<file path="src/rtl/digit_sub_seq_pkg.sv">
// Shared types and constants for the digit-serial subtraction controller.
// Included by the cell, the interface users and the top-level sequencer.
package digit_sub_pkg;

    localparam int DIGIT_W = 4;

    localparam logic MODE_BIN = 1'b0;
    localparam logic MODE_DEC = 1'b1;

    localparam logic [DIGIT_W-1:0] BCD_MAX = 4'd9;

    // FIX is always encoded so the state width does not depend on the build option.
    typedef enum logic [1:0] {
        IDLE = 2'd0,
        SUB  = 2'd1,
        FIX  = 2'd2,
        DONE = 2'd3
    } state_t;

endpackage

</file>
<file path="src/rtl/digit_sub_seq_if.sv">
// Request/response bundle between a requesting unit (master) and the
// digit-serial subtractor (slave).
interface digit_sub_seq_if #(
    parameter int DIGITS = 4
);
    logic                  start;
    logic                  mode;
    logic [4*DIGITS-1:0]   a;
    logic [4*DIGITS-1:0]   b;
    logic                  ready;
    logic                  busy;
    logic                  done;
    logic [4*DIGITS-1:0]   result;
    logic                  neg;
    logic                  invalid;

    modport master (
        output start, mode, a, b,
        input  ready, busy, done, result, neg, invalid
    );

    modport slave (
        input  start, mode, a, b,
        output ready, busy, done, result, neg, invalid
    );

endinterface

</file>
<file path="src/rtl/digit_sub_cell.sv">
// Combinational complement-and-add digit cell: a_d + comp(b_d) + cin, where
// comp is 9's complement in decimal mode and 1's complement in binary mode.
module digit_sub_cell
    import digit_sub_pkg::*;
(
    input  logic [DIGIT_W-1:0] a_d,
    input  logic [DIGIT_W-1:0] b_d,
    input  logic               cin,
    input  logic               mode,
    output logic [DIGIT_W-1:0] d,
    output logic               cout
);

    logic [DIGIT_W-1:0] comp;
    logic [DIGIT_W:0]   sum;

    // Out-of-range BCD inputs wrap harmlessly; the result is undefined then anyway.
    always_comb begin
        comp = (mode == MODE_DEC) ? (BCD_MAX - b_d) : ~b_d;
        sum  = {1'b0, a_d} + {1'b0, comp} + {{DIGIT_W{1'b0}}, cin};
        d    = sum[DIGIT_W-1:0];
        cout = sum[DIGIT_W];
        if (mode == MODE_DEC) begin
            if (sum >= 5'd10) begin
                d    = DIGIT_W'(sum - 5'd10);
                cout = 1'b1;
            end else begin
                cout = 1'b0;
            end
        end
    end

endmodule

</file>
<file path="src/rtl/digit_sub_seq.sv">
// Digit-serial A - B sequencer, one digit per clock, LSB first.
// Build option DIGIT_SUB_RECOMP_EN adds the FIX pass that returns negative results as magnitudes.
module digit_sub_seq
    import digit_sub_pkg::*;
#(
    parameter int DIGITS = 4
) (
    input  logic           clk,
    input  logic           rst,
    digit_sub_seq_if.slave bus
);

    localparam int W     = DIGIT_W * DIGITS;
    localparam int IDX_W = (DIGITS > 1) ? $clog2(DIGITS) : 1;
    localparam logic [IDX_W-1:0] LAST_IDX = IDX_W'(DIGITS - 1);

    state_t           state_q, state_d;
    logic [IDX_W-1:0] idx_q, idx_d;
    logic             carry_q, carry_d;
    logic             mode_q, mode_d;
    logic [W-1:0]     a_q, a_d;
    logic [W-1:0]     b_q, b_d;
    logic [W-1:0]     result_q, result_d;
    logic             neg_q, neg_d;
    logic             invalid_q, invalid_d;

    logic [DIGIT_W-1:0] cell_a, cell_b, cell_d;
    logic               cell_cout;
    logic               bad_bcd;

    // In FIX the cell computes 0 - result_digit, re-using the same complement path.
    always_comb begin
        cell_a = a_q[int'(idx_q)*DIGIT_W +: DIGIT_W];
        cell_b = b_q[int'(idx_q)*DIGIT_W +: DIGIT_W];
        if (state_q == FIX) begin
            cell_a = '0;
            cell_b = result_q[int'(idx_q)*DIGIT_W +: DIGIT_W];
        end
    end

    digit_sub_cell u_cell (
        .a_d  (cell_a),
        .b_d  (cell_b),
        .cin  (carry_q),
        .mode (mode_q),
        .d    (cell_d),
        .cout (cell_cout)
    );

    always_comb begin
        bad_bcd = 1'b0;
        for (int i = 0; i < 2*DIGITS; i++) begin
            if (i < DIGITS) begin
                if (bus.a[i*DIGIT_W +: DIGIT_W] > BCD_MAX) bad_bcd = 1'b1;
            end else begin
                if (bus.b[(i-DIGITS)*DIGIT_W +: DIGIT_W] > BCD_MAX) bad_bcd = 1'b1;
            end
        end
    end

    always_comb begin
        state_d   = state_q;
        idx_d     = idx_q;
        carry_d   = carry_q;
        mode_d    = mode_q;
        a_d       = a_q;
        b_d       = b_q;
        result_d  = result_q;
        neg_d     = neg_q;
        invalid_d = invalid_q;

        case (state_q)
            IDLE: begin
                if (bus.start) begin
                    a_d       = bus.a;
                    b_d       = bus.b;
                    mode_d    = bus.mode;
                    carry_d   = 1'b1;
                    idx_d     = '0;
                    neg_d     = 1'b0;
                    invalid_d = (bus.mode == MODE_DEC) && bad_bcd;
                    state_d   = SUB;
                end
            end
            SUB: begin
                result_d[int'(idx_q)*DIGIT_W +: DIGIT_W] = cell_d;
                carry_d = cell_cout;
                idx_d   = idx_q + IDX_W'(1);
                if (idx_q == LAST_IDX) begin
                    neg_d   = ~cell_cout;
                    idx_d   = '0;
                    state_d = DONE;
`ifdef DIGIT_SUB_RECOMP_EN
                    if (!cell_cout) begin
                        carry_d = 1'b1;
                        state_d = FIX;
                    end
`endif
                end
            end
            FIX: begin
                result_d[int'(idx_q)*DIGIT_W +: DIGIT_W] = cell_d;
                carry_d = cell_cout;
                idx_d   = idx_q + IDX_W'(1);
                if (idx_q == LAST_IDX) begin
                    idx_d   = '0;
                    state_d = DONE;
                end
            end
            DONE: begin
                state_d = IDLE;
            end
            default: begin
                state_d = IDLE;
            end
        endcase
    end

    always_ff @(posedge clk) begin
        if (rst) begin
            state_q   <= IDLE;
            idx_q     <= '0;
            carry_q   <= 1'b0;
            mode_q    <= MODE_BIN;
            a_q       <= '0;
            b_q       <= '0;
            result_q  <= '0;
            neg_q     <= 1'b0;
            invalid_q <= 1'b0;
        end else begin
            state_q   <= state_d;
            idx_q     <= idx_d;
            carry_q   <= carry_d;
            mode_q    <= mode_d;
            a_q       <= a_d;
            b_q       <= b_d;
            result_q  <= result_d;
            neg_q     <= neg_d;
            invalid_q <= invalid_d;
        end
    end

    assign bus.ready   = (state_q == IDLE);
    assign bus.busy    = (state_q == SUB) || (state_q == FIX);
    assign bus.done    = (state_q == DONE);
    assign bus.result  = result_q;
    assign bus.neg     = neg_q;
    assign bus.invalid = invalid_q;

endmodule

</file>
<file path="src/flat_wrapper.sv">
// flat-port wrapper written by rule: the top's interface ports become plain ports
module digit_sub_seq_flat import digit_sub_pkg::*;
#(
    parameter int DIGITS = 4
)
  (clk, rst, bus_start, bus_mode, bus_a, bus_b, bus_ready, bus_busy, bus_done, bus_result, bus_neg, bus_invalid);
  digit_sub_seq_if #(.DIGITS(DIGITS)) bus_i ();
  input  logic clk;
  input  logic rst;
  input wire logic [$bits(bus_i.start)-1:0] bus_start;
  input wire logic [$bits(bus_i.mode)-1:0] bus_mode;
  input wire logic [$bits(bus_i.a)-1:0] bus_a;
  input wire logic [$bits(bus_i.b)-1:0] bus_b;
  output wire logic [$bits(bus_i.ready)-1:0] bus_ready;
  output wire logic [$bits(bus_i.busy)-1:0] bus_busy;
  output wire logic [$bits(bus_i.done)-1:0] bus_done;
  output wire logic [$bits(bus_i.result)-1:0] bus_result;
  output wire logic [$bits(bus_i.neg)-1:0] bus_neg;
  output wire logic [$bits(bus_i.invalid)-1:0] bus_invalid;
  assign bus_i.start = bus_start;
  assign bus_i.mode = bus_mode;
  assign bus_i.a = bus_a;
  assign bus_i.b = bus_b;
  assign bus_ready = bus_i.ready;
  assign bus_busy = bus_i.busy;
  assign bus_done = bus_i.done;
  assign bus_result = bus_i.result;
  assign bus_neg = bus_i.neg;
  assign bus_invalid = bus_i.invalid;
  digit_sub_seq #(.DIGITS(DIGITS)) u_core (.clk(clk), .rst(rst), .bus(bus_i));
endmodule
</file>
<file path="config.mk">
export PLATFORM = sky130hd
export DESIGN_NAME = digit_sub_seq_flat
export DESIGN_NICKNAME = d
export VERILOG_FILES = /design/src/rtl/digit_sub_seq_pkg.sv /design/src/rtl/digit_sub_seq_if.sv /design/src/rtl/digit_sub_cell.sv /design/src/rtl/digit_sub_seq.sv /design/src/flat_wrapper.sv
export SDC_FILE = /design/constraint.sdc
export NUM_CORES = 1
export LEC_CHECK = 0
export ABC_CLOCK_PERIOD_IN_PS = 4600
export CAP_MARGIN = 5
export CORE_MARGIN = 2
export CORE_UTILIZATION = 24
export DETAILED_ROUTE_END_ITERATION = 12
export PLACE_DENSITY = 0.55
export SETUP_SLACK_MARGIN = 0.3
export SLEW_MARGIN = 20
export SYNTH_ARGS = -nofsm -noshare
export SYNTH_HDL_FRONTEND = slang
export SYNTH_HIERARCHICAL = 1
export SYNTH_SLANG_ARGS = --single-unit
</file>
<file path="constraint.sdc">
create_clock -name clk -period 4.6 [get_ports clk]
set_input_delay 0.92 -clock clk [delete_from_list [all_inputs] [get_ports clk]]
set_output_delay 0.92 -clock clk [all_outputs]
set_load 0.1 [all_outputs]
</file>
==> flow_summary.yaml <==
detailed_routing:
  first_iter_violations: 176
  dr_total_vias: 2609
  wirelength_um: 8210
  dr.pass1.iters: 4
  ant_nets: 0
  drc: 0
  post_drt_via_cell_ratio: 4.89
  wl_per_cell_um: 15.4
critical_path:
  arrival_ns: 4.24
  worst-r2r-cell-count: 16
  reg2reg_to: "u_core/bus.result[14]"
  worstPathRequired_ns: 4.82
  r2r_start: "u_core/state_q[1]"
  end_kind: "flop"
  r2r_slack_ns: 0.58
  cp-start-kind: "flop"
  critical_path_peak_fanout: 9
  critPathKind: "flop to flop"
synthesis:
  synth_top_area_cell: "dfxtp_1"
  synth_ff_type: "dfxtp_1"
  synth_edf_count: 0
  synthTopCellsByCount: "86 x nand2_1, 56 x dfxtp_1, 41 x a21oi_1"
  ys_ff_latch: 56
  avgSynthCellArea_um2: 8.65
  synthCells: 335
  ys_types: 41
  async_reset_ff_share_pct: 0
  syn_nets: 387
  synth_area_leaders: "dfxtp_1 39%, nand2_1 11%, mux4_1 8.2%"
  yosys.area.top_type_share_pct: 38.7
  ys_seq_area_share_pct: 38.7
  yosysMostFrequentCell: "nand2_1"
  yosys_warnings: 6
  synth_area_um2: 2900
floorplanning:
  fp.dieW_um: 114
  core_um2: 11900
  die_h_um: 114
  dieArea_um2: 13000
  rows: 40
  ios: 57
  start_util_pct: 24.3
worst_hold_path:
  holdPathEnd: "u_core/a_q[8]"
  hp-class: "flop to flop"
  holdPathStages: 2
  hp-start: "u_core/a_q[8]"
timing:
  worst_pin_slew_ns: 1.00
  final.setup.tns_ns: 0
  fin_crit_ns: 4.02
  fmax_ghz: 0.249
  slew_violations: 0
  finalSetupViolCount: 0
  slew_headroom_pct: 33.1
  final_hold_viol_count: 0
  fin_skew_ns: 0.00822
  rsz0062_at_grt: "no"
  post-route-period-util_pct: 87.4
final_layout:
  area_growth_pct: 30.6
  diodes: 0
  layout-drive-gt1-share_pct: 6.72
  final_util_pct: 31.8
  fillers: 1269
  nets: 438
clocking:
  cts_root_buf: "clkbuf_16"
  ctsHoldBuffers: 0
  path_clk_slew_ns: 0.07
  clock-sinks: 56
  cts_buffers: 5
  clock_latency_ns: 0.29
  htree_levels: 2
  clk_path_buf_depth: 2
  cts_tree: "yes"
job:
  cap_violations: 0
grt:
  grt_max_degree: 58
  grt_overflow: 0
  first_global_vias: 2570
  track_usage_pct: 12.7
  antenna_found_initial: 0
  grt_pass1_wl_um: 13000
outcome:
  status: "complete, no violations"
power:
  p_leak_nw: 1.43
  p_per_area_nw_per_um2: 349
  ir_drop_v: 0.000197
placed_design:
  place_congestion: 0.829
  hpwl_um: 6110
  io_buffers: 56
## worst max-delay path, stage by stage (launching register included)
cell	delay, ns
dfxtp_1	0.45
ha_4	0.28
mux4_2	0.32
nand2_1	0.12
nand2_1	0.07
inv_1	0.07
ha_1	0.21
mux2_2	0.27
ha_1	0.35
xor2_2	0.23
inv_1	0.06
ha_1	0.21
o31a_1	0.14
or4b_4	0.52
a211oi_2	0.36
a22oi_1	0.15
nor2_1	0.12
## per-stage QoR
stage                     setup slack [ns]  hold slack, ns  cell area (um^2)  total power, mW  instances
after floorplan                      0.479           0.432              2900            0.785        335
after CTS                            0.323           0.453              3750             1.32        532
after global placement               0.307           0.441              3570            0.879        524
after global routing                 0.302           0.477              3790             1.39        534
final                                0.581           0.453              3790             1.32        534
after detailed placement            0.0994           0.444              3570            0.890        524
## timing repair
action,in CTS,in global routing
resized for setup,3,5
pin swaps,0,0
endpoints found under the setup margin,9,10
buffers inserted,0,2
## power breakdown
part | leakage (nW) | switching (mW) | internal [mW] | total, mW
sequential | 0.458 | 0.0234 | 0.513 | 0.536
combinational | 0.888 | 0.223 | 0.134 | 0.357
clock | 0.0808 | 0.172 | 0.257 | 0.429
## final cells by class
class,instances,area [um^2],share of cell area (%)
clock buffers,6,129,3.40
clock inverters,2,35.0,0.925
inverters,11,41.3,1.09
multi-input cells,249,1660,43.9
flip-flops and latches,56,1130,29.7
well taps,147,184,4.86
repair buffers,63,608,16.1
## state kept, by name (all words and copies together), names as in the netlist
signal              flops
u_core/bus.neg          1
u_core/carry_q          1
u_core/b_q             16
u_core/mode_q           1
u_core/bus.invalid      1
u_core/idx_q            2
u_core/a_q             16
u_core/state_q          2
u_core/bus.result      16
## layer usage
metal | GRT usage, % | vias to the layer above | wire length, um
met3 | 2.28 | 12 | 364
met5 | 0 | - | 0
li1 | - | 1280 | -
met1 | 15.8 | 1250 | 3580
met4 | 3.33 | 0 | 127
met2 | 22.5 | 67 | 4130
## worst max-delay path by stage
stage,end,cells after the start,slack [ns],from
2_1_floorplan,u_core/bus.result[14],15,0.48,u_core/bus.result[1]
3_3_place_gp,u_core/bus.result[10],15,0.31,u_core/idx_q[0]
3_5_place_dp,u_core/bus.result[9],12,0.1,u_core/idx_q[0]
4_1_cts,u_core/bus.result[14],17,0.32,u_core/state_q[0]
5_1_grt,u_core/bus.neg,17,0.30,u_core/state_q[1]
6_report,u_core/bus.result[14],16,0.58,u_core/state_q[1]
## placed cells by master (no fill, tap or decap), drive strengths merged, types with 2 or more instances in the layout
master         netlist  final
clkbuf               9      6
nand2               86     86
nor4                 2      2
ha                  14     14
nand2b               2      2
a21oi               41     41
and4                 2      2
fa                   2      2
clkdlybuf4s50        0     55
nor2                22     22
dfxtp               56     56
inv                 11     11
a211oi               2      2
nand4                2      2
nor3                 2      2
o21ai               12     12
a32oi                2      2
nor3b                2      2
and3                 3      3
mux4                12     12
nor2b                9      9
xnor2                2      2
a22oi               16     16
buf                 10      8
## cells by family (layout without fill, tap and decap cells)
| logic type | count (synthesis) | in the layout | synth area share, % |
|---|---|---|---|
| buffers and inverters | 30 | 82 | 4.96 |
| multiplexers | 13 | 13 | 10.9 |
| adder cells (fa/ha/maj) | 16 | 16 | 7.42 |
| AND/OR/NAND/NOR | 138 | 138 | 21.1 |
| flip-flops | 56 | 56 | 38.7 |
| AO/OA/AOI/OAI | 79 | 79 | 16.1 |
| XOR/XNOR | 3 | 3 | 0.907 |
Power figures use the tool's default switching activity.
==> edit 1 (config.mk and constraints unchanged) <==
`DIGITS` is set to 4 in 3 places; all go to 2.
--- a/src/rtl/digit_sub_seq_if.sv
+++ b/src/rtl/digit_sub_seq_if.sv
@@ -1,7 +1,7 @@
 // Request/response bundle between a requesting unit (master) and the
 // digit-serial subtractor (slave).
 interface digit_sub_seq_if #(
-    parameter int DIGITS = 4
+    parameter int DIGITS = 2
 );
     logic                  start;
     logic                  mode;
--- a/src/rtl/digit_sub_seq.sv
+++ b/src/rtl/digit_sub_seq.sv
@@ -3,7 +3,7 @@
 module digit_sub_seq
     import digit_sub_pkg::*;
 #(
-    parameter int DIGITS = 4
+    parameter int DIGITS = 2
 ) (
     input  logic           clk,
     input  logic           rst,
--- a/src/flat_wrapper.sv
+++ b/src/flat_wrapper.sv
@@ -1,7 +1,7 @@
 // flat-port wrapper written by rule: the top's interface ports become plain ports
 module digit_sub_seq_flat import digit_sub_pkg::*;
 #(
-    parameter int DIGITS = 4
+    parameter int DIGITS = 2
 )
   (clk, rst, bus_start, bus_mode, bus_a, bus_b, bus_ready, bus_busy, bus_done, bus_result, bus_neg, bus_invalid);
   digit_sub_seq_if #(.DIGITS(DIGITS)) bus_i ();
Interface: changed (resized bus_a, bus_b and bus_result); port bits go from 57 to 33. The function was not compared with the original's and may differ.
==> edit 1 against the unedited design <==
Sequential power shrank 37%; final area shrank 40%; sequential cell count shrank 25; combinational power grew 52%; total power shrank 9.3%; setup slack gained 0.075 ns; core utilization shrank 0.38 points; routed wire length shrank 49%; global-route usage shrank 1.6 points; via count shrank 43%; critical path depth shrank 1; area after synthesis shrank 40%; critical path type unchanged; largest cell class unchanged; highest routed layer unchanged.
==> edit 1: results (changes against the unedited design) <==
metric;value;unit;change
gp_congestion;0.800;;-3.5%
clock_skew;0.00435;ns;-0.00387 ns
drt_iter0_drc;63;;-64%
r2r_end;u_core/bus.result[5];;
drive_above_1_share;7.23;%;+0.52 points
reg2reg_slack;0.66;ns;+0.07 ns
grt_max_degree;31;;-47%
ant_nets;0;;unchanged
post_drt_wl_per_cell;12.6;um;-18%
pre_cts_slack;0.594;ns;+0.494 ns
ys_warn_count;6;;unchanged
cpLargestDelayFamily;adder cells;;
grt_pass1_wl;6760;um;-48%
cp_data_arrival_time;4.15;ns;-0.09 ns
syn_nets;237;;-39%
slowest_delay;0.51;ns;
r2r-start;u_core/state_q[0];;
numPortBuffers;32;;-43%
hold_slack;0.451;ns;-0.00254 ns
min_to;u_core/b_q[6];;
r2r_cells;15;;-1
path_max_fanout;8;;-1
cts_root_buf;clkbuf_8;;
yosysSeqAreaShare;35.4;%;-3.2 points
clock_latency;0.28;ns;
fin_nets;266;;-39%
htreeDepth;2;;unchanged
p_leak;0.843;nW;-41%
status;completed;;
ys_async_sr_fraction;0;%;unchanged
final-instance-count-excl-fill;334;;-37%
synth_area_leaders;dfxtp_1 35%, nand2_1 9.2%, a21oi_1 8.0%;;
synth.top_cells.by_count;43 x nand2_1, 31 x dfxtp_1, 28 x a21oi_1;;
grt_pass1_vias;1434;;-44%
min_from;u_core/b_q[6];;
relSlewSlack;34.9;%;+1.7 points
clock_path_buffers;2;;unchanged
hold_depth;2;;unchanged
grt_antenna_before_repair;0;;unchanged
cts_resized;0;;-3
hpwl;3200;um;-48%
post-route-period-util;85.7;%;-1.6 points
hp-class;reg -> reg;;
critical-path-slowest-cell;mux4_2;;
avgViaCountPerCell;4.49;;-8.2%
syn_avg_cell_area;8.54;um2;-1.3%
drt_pass1_iterations;4;;unchanged
cts_setup_buffers;0;;unchanged
ir_drop;0.174;mV;-12%
synth_cell_type_count;41;;unchanged
cts_buffers;5;;unchanged
grt_use_total;11.1;%;-1.6 points
antenna_cells;0;;unchanged
synth_flop_cell;dfxtp_1;;
clk_pin_slew;0.07;ns;about the same
[edit 1: cell types whose count changed after synthesis, sizes merged, moves of 6 or more]
cell	change
mux2i	+8
dfxtp	-25
clkbuf	-6
nor2	-11
a21oi	-13
o21ai	-6
a22oi	-16
nand2	-43
mux4	-8
[edit 1: worst min-delay path, stage by stage (launching register included)]
cell     delay [ns]
dfxtp_1        0.31
nand2_1        0.05
a21oi_1        0.05
[edit 1: per-stage QoR]
stage               util [%]  instance area, um2
global placement        29.5                2120
finish                  31.4                2250
global route            31.4                2250
floorplan                  -                1750
CTS                     31.4                2250
detailed placement      29.5                2120
[edit 1: layer usage]
layer / vias up / GRT usage, % / routed length (um)
li1: 764 / - / -
met4: 0 / 4.07 / 51
met3: 8 / 3.05 / 207
met1: 694 / 13.6 / 1910
met5: - / 0 / 0
met2: 32 / 18.6 / 2040
[edit 1: power breakdown]
part | total, mW | internal, mW | switching [mW] | leakage [nW]
clock | 0.316 | 0.216 | 0.0993 | 0.0654
combinational | 0.544 | 0.183 | 0.362 | 0.523
sequential | 0.339 | 0.306 | 0.0335 | 0.254
total | 1.20 | 0.705 | 0.494 | 0.843
[edit 1: how the worst max path moves through the flow]
| stage | cells after the start | start | endpoint |
|---|---|---|---|
| floorplan | 14 | u_core/bus.result[5] | u_core/bus.neg |
| global placement | 15 | u_core/state_q[0] | u_core/bus.result[6] |
| detailed placement | 15 | u_core/state_q[0] | u_core/bus.result[5] |
| CTS | 15 | u_core/state_q[0] | u_core/bus.result[5] |
| global route | 15 | u_core/state_q[0] | u_core/bus.result[5] |
| finish | 15 | u_core/state_q[0] | u_core/bus.result[5] |
[edit 1: area by class of cell]
cell class                      instances  area (um2)
Fill cell                             779        4920
Multi-Input combinational cell        152        1000
Sequential cell                        31         621
Timing Repair Buffer                   34         335
Tap cell                               99         124
Clock buffer                            6        72.6
Clock inverter                          2        60.1
Inverter                               10        37.5
[edit 1: kinds of logic after synthesis]
kind of cell | Yosys count | share of synthesized area (%)
simple gates | 79 | 21.2
buf+inv | 22 | 7.36
compound gates | 45 | 14.7
mux | 13 | 10.4
flops | 31 | 35.4
fa+ha+maj | 12 | 9.43
xor+xnor | 3 | 1.50
==> edit 2 (config.mk and constraints unchanged) <==
Made on the original files. Encoding of `state_t`: now Gray code (2 bits for 4 states).
--- a/src/rtl/digit_sub_seq_pkg.sv
+++ b/src/rtl/digit_sub_seq_pkg.sv
@@ -11,10 +11,10 @@
 
     // FIX is always encoded so the state width does not depend on the build option.
     typedef enum logic [1:0] {
-        IDLE = 2'd0,
-        SUB  = 2'd1,
-        FIX  = 2'd2,
-        DONE = 2'd3
+        IDLE = 2'b00,
+        SUB  = 2'b01,
+        FIX  = 2'b11,
+        DONE = 2'b10
     } state_t;
 
 endpackage
Check against the original RTL: no difference found for any inputs over 10 cycles, from zero or initial values and one cycle with rst high; not proved beyond that.
==> edit 2 against the unedited design <==
Total power fell by 6.1%; clock skew shrank 0.0029 ns; sequential cell count stayed put; routed wire length decreased by 7.2%; critical path depth up 2; setup slack worse by 0.062 ns; non-clock buffer count shrank 3; worst hold slack improved by 0.0022 ns; sequential power decreased by 1%; final area fell by 3.7%; area after synthesis fell by 4.0%; combinational power shrank 11%; highest routed layer unchanged.
==> edit 2: results (changes against the unedited design) <==
metric;value;unit;change
path_max_fanout;12;;+3
critical-path-slowest-cell;or4b_4;;
p_leak;1.31;nW;-8.2%
grt_antenna_before_repair;0;;unchanged
avgViaCountPerCell;4.71;;-3.7%
synth.top_cells.by_count;87 x nand2_1, 56 x dfxtp_1, 42 x a21oi_1;;
hp-class;reg -> reg;;
grt_pass1_vias;2366;;-7.9%
gp_congestion;0.847;;+2.2%
place_area;3460;um2;-3.2%
tightest_slew;1.01;ns;+0.0111 ns
clock_path_buffers;2;;unchanged
grt_max_degree;58;;unchanged
syn_nets;376;;-2.8%
htreeDepth;2;;unchanged
slowest_delay;0.51;ns;
status;completed;;
synth_flop_cell;dfxtp_1;;
p_switching;0.403;mW;-3.8%
synth_cell_type_count;39;;-4.9%
drive_above_1_share;9.28;%;+2.6 points
cts_root_buf;clkbuf_16;;
fill_cells;1215;;-4.3%
cts_buffers;5;;unchanged
synth_area_leaders;dfxtp_1 40%, nand2_1 12%, mux4_2 9.7%;;
clock_skew;0.00530;ns;-0.00292 ns
hpwl;5710;um;-6.5%
fin_nets;423;;-3.4%
ys_warn_count;6;;unchanged
drt_pass1_iterations;4;;unchanged
grt_pass1_wl;12300;um;-5.1%
clock_latency;0.30;ns;
numPortBuffers;56;;unchanged
grt_use_total;12.4;%;-0.23 points
cp_data_arrival_time;4.22;ns;-0.02 ns
yosysSeqAreaShare;40.3;%;+1.6 points
clk_pin_slew;0.08;ns;
ys_async_sr_fraction;0;%;unchanged
drt_iter0_drc;85;;-52%
antenna_cells;0;;unchanged
ir_drop;0.162;mV;-18%
drt_wl_total;7620;um;-7.2%
==> edit 2: worst paths after layout <==
path / startpoint / cells after the start / slack, ns / end
hold reg to reg: u_core/b_q[12] / 2 / 0.46 / u_core/b_q[12]
setup reg to reg: u_core/state_q[1] / 18 / 0.52 / u_core/bus.neg
setup / recovery: u_core/state_q[1] / 18 / 0.52 / u_core/bus.neg
hold / removal: u_core/b_q[12] / 2 / 0.46 / u_core/b_q[12]
==> edit 2: cell type report <==
class | instances | area, um2 | area share [%]
Clock buffer | 5 | 125 | 3.43
Multi-Input combinational cell | 245 | 1580 | 43.3
Inverter | 8 | 30.0 | 0.824
Clock inverter | 3 | 26.3 | 0.721
Timing Repair Buffer | 60 | 586 | 16.1
Sequential cell | 56 | 1120 | 30.8
Tap cell | 143 | 179 | 4.91
==> edit 2: worst max-delay path, delay by kind of cell (launching register included) <==
kind | cells | cell delay [ns]
AO/OA/AOI/OAI | 2 | 0.18
XOR/XNOR | 1 | 0.24
adder cells (fa/ha/maj) | 3 | 0.79
buffers and inverters | 2 | 0.14
multiplexers | 3 | 1.03
flip-flops | 1 | 0.39
AND/OR/NAND/NOR | 7 | 1.15
==> edit 2: what timing repair did <==
| item | in CTS | in global routing |
|---|---|---|
| hold endpoints to repair | 0 | 0 |
| setup endpoints to repair | 8 | 9 |
| setup buffers | 0 | 0 |
| resized for setup | 3 | 3 |
==> edit 2: metrics by stage <==
stage / cells / setup slack (ns)
floorplan: 329 / 0.450
global placement: 512 / 0.356
detailed placement: 512 / 0.259
CTS: 520 / 0.357
global route: 520 / 0.301
finish: 520 / 0.519
==> edit 2: power by group through the flow <==
stage | Clock [mW] | Sequential (mW) | Combinational (mW)
2_1_floorplan | 0 | 0.565 | 0.183
3_3_place_gp | 0 | 0.540 | 0.299
3_5_place_dp | 0 | 0.540 | 0.305
4_1_cts | 0.407 | 0.529 | 0.312
5_1_grt | 0.430 | 0.533 | 0.347
6_report | 0.396 | 0.530 | 0.317
==> edit 2: per-layer routing <==
layer	global-route usage [%]	up-vias	part of all wire [%]
met2	19.2	54	47
li1	-	1229	-
met3	2.89	4	3.8
met5	0	-	0
met4	3.21	0	0.85
met1	17.6	1160	48
==> edit 2: cells by family (layout without fill, tap and decap cells) <==
kind of cell / Yosys count / count (layout) / share of synthesized area (%)
xor+xnor: 3 / 3 / 0.944
mux: 14 / 14 / 10.5
compound gates: 74 / 74 / 15.3
simple gates: 143 / 143 / 23.0
fa+ha+maj: 11 / 11 / 5.48
buf+inv: 28 / 76 / 4.49
flops: 56 / 56 / 40.3
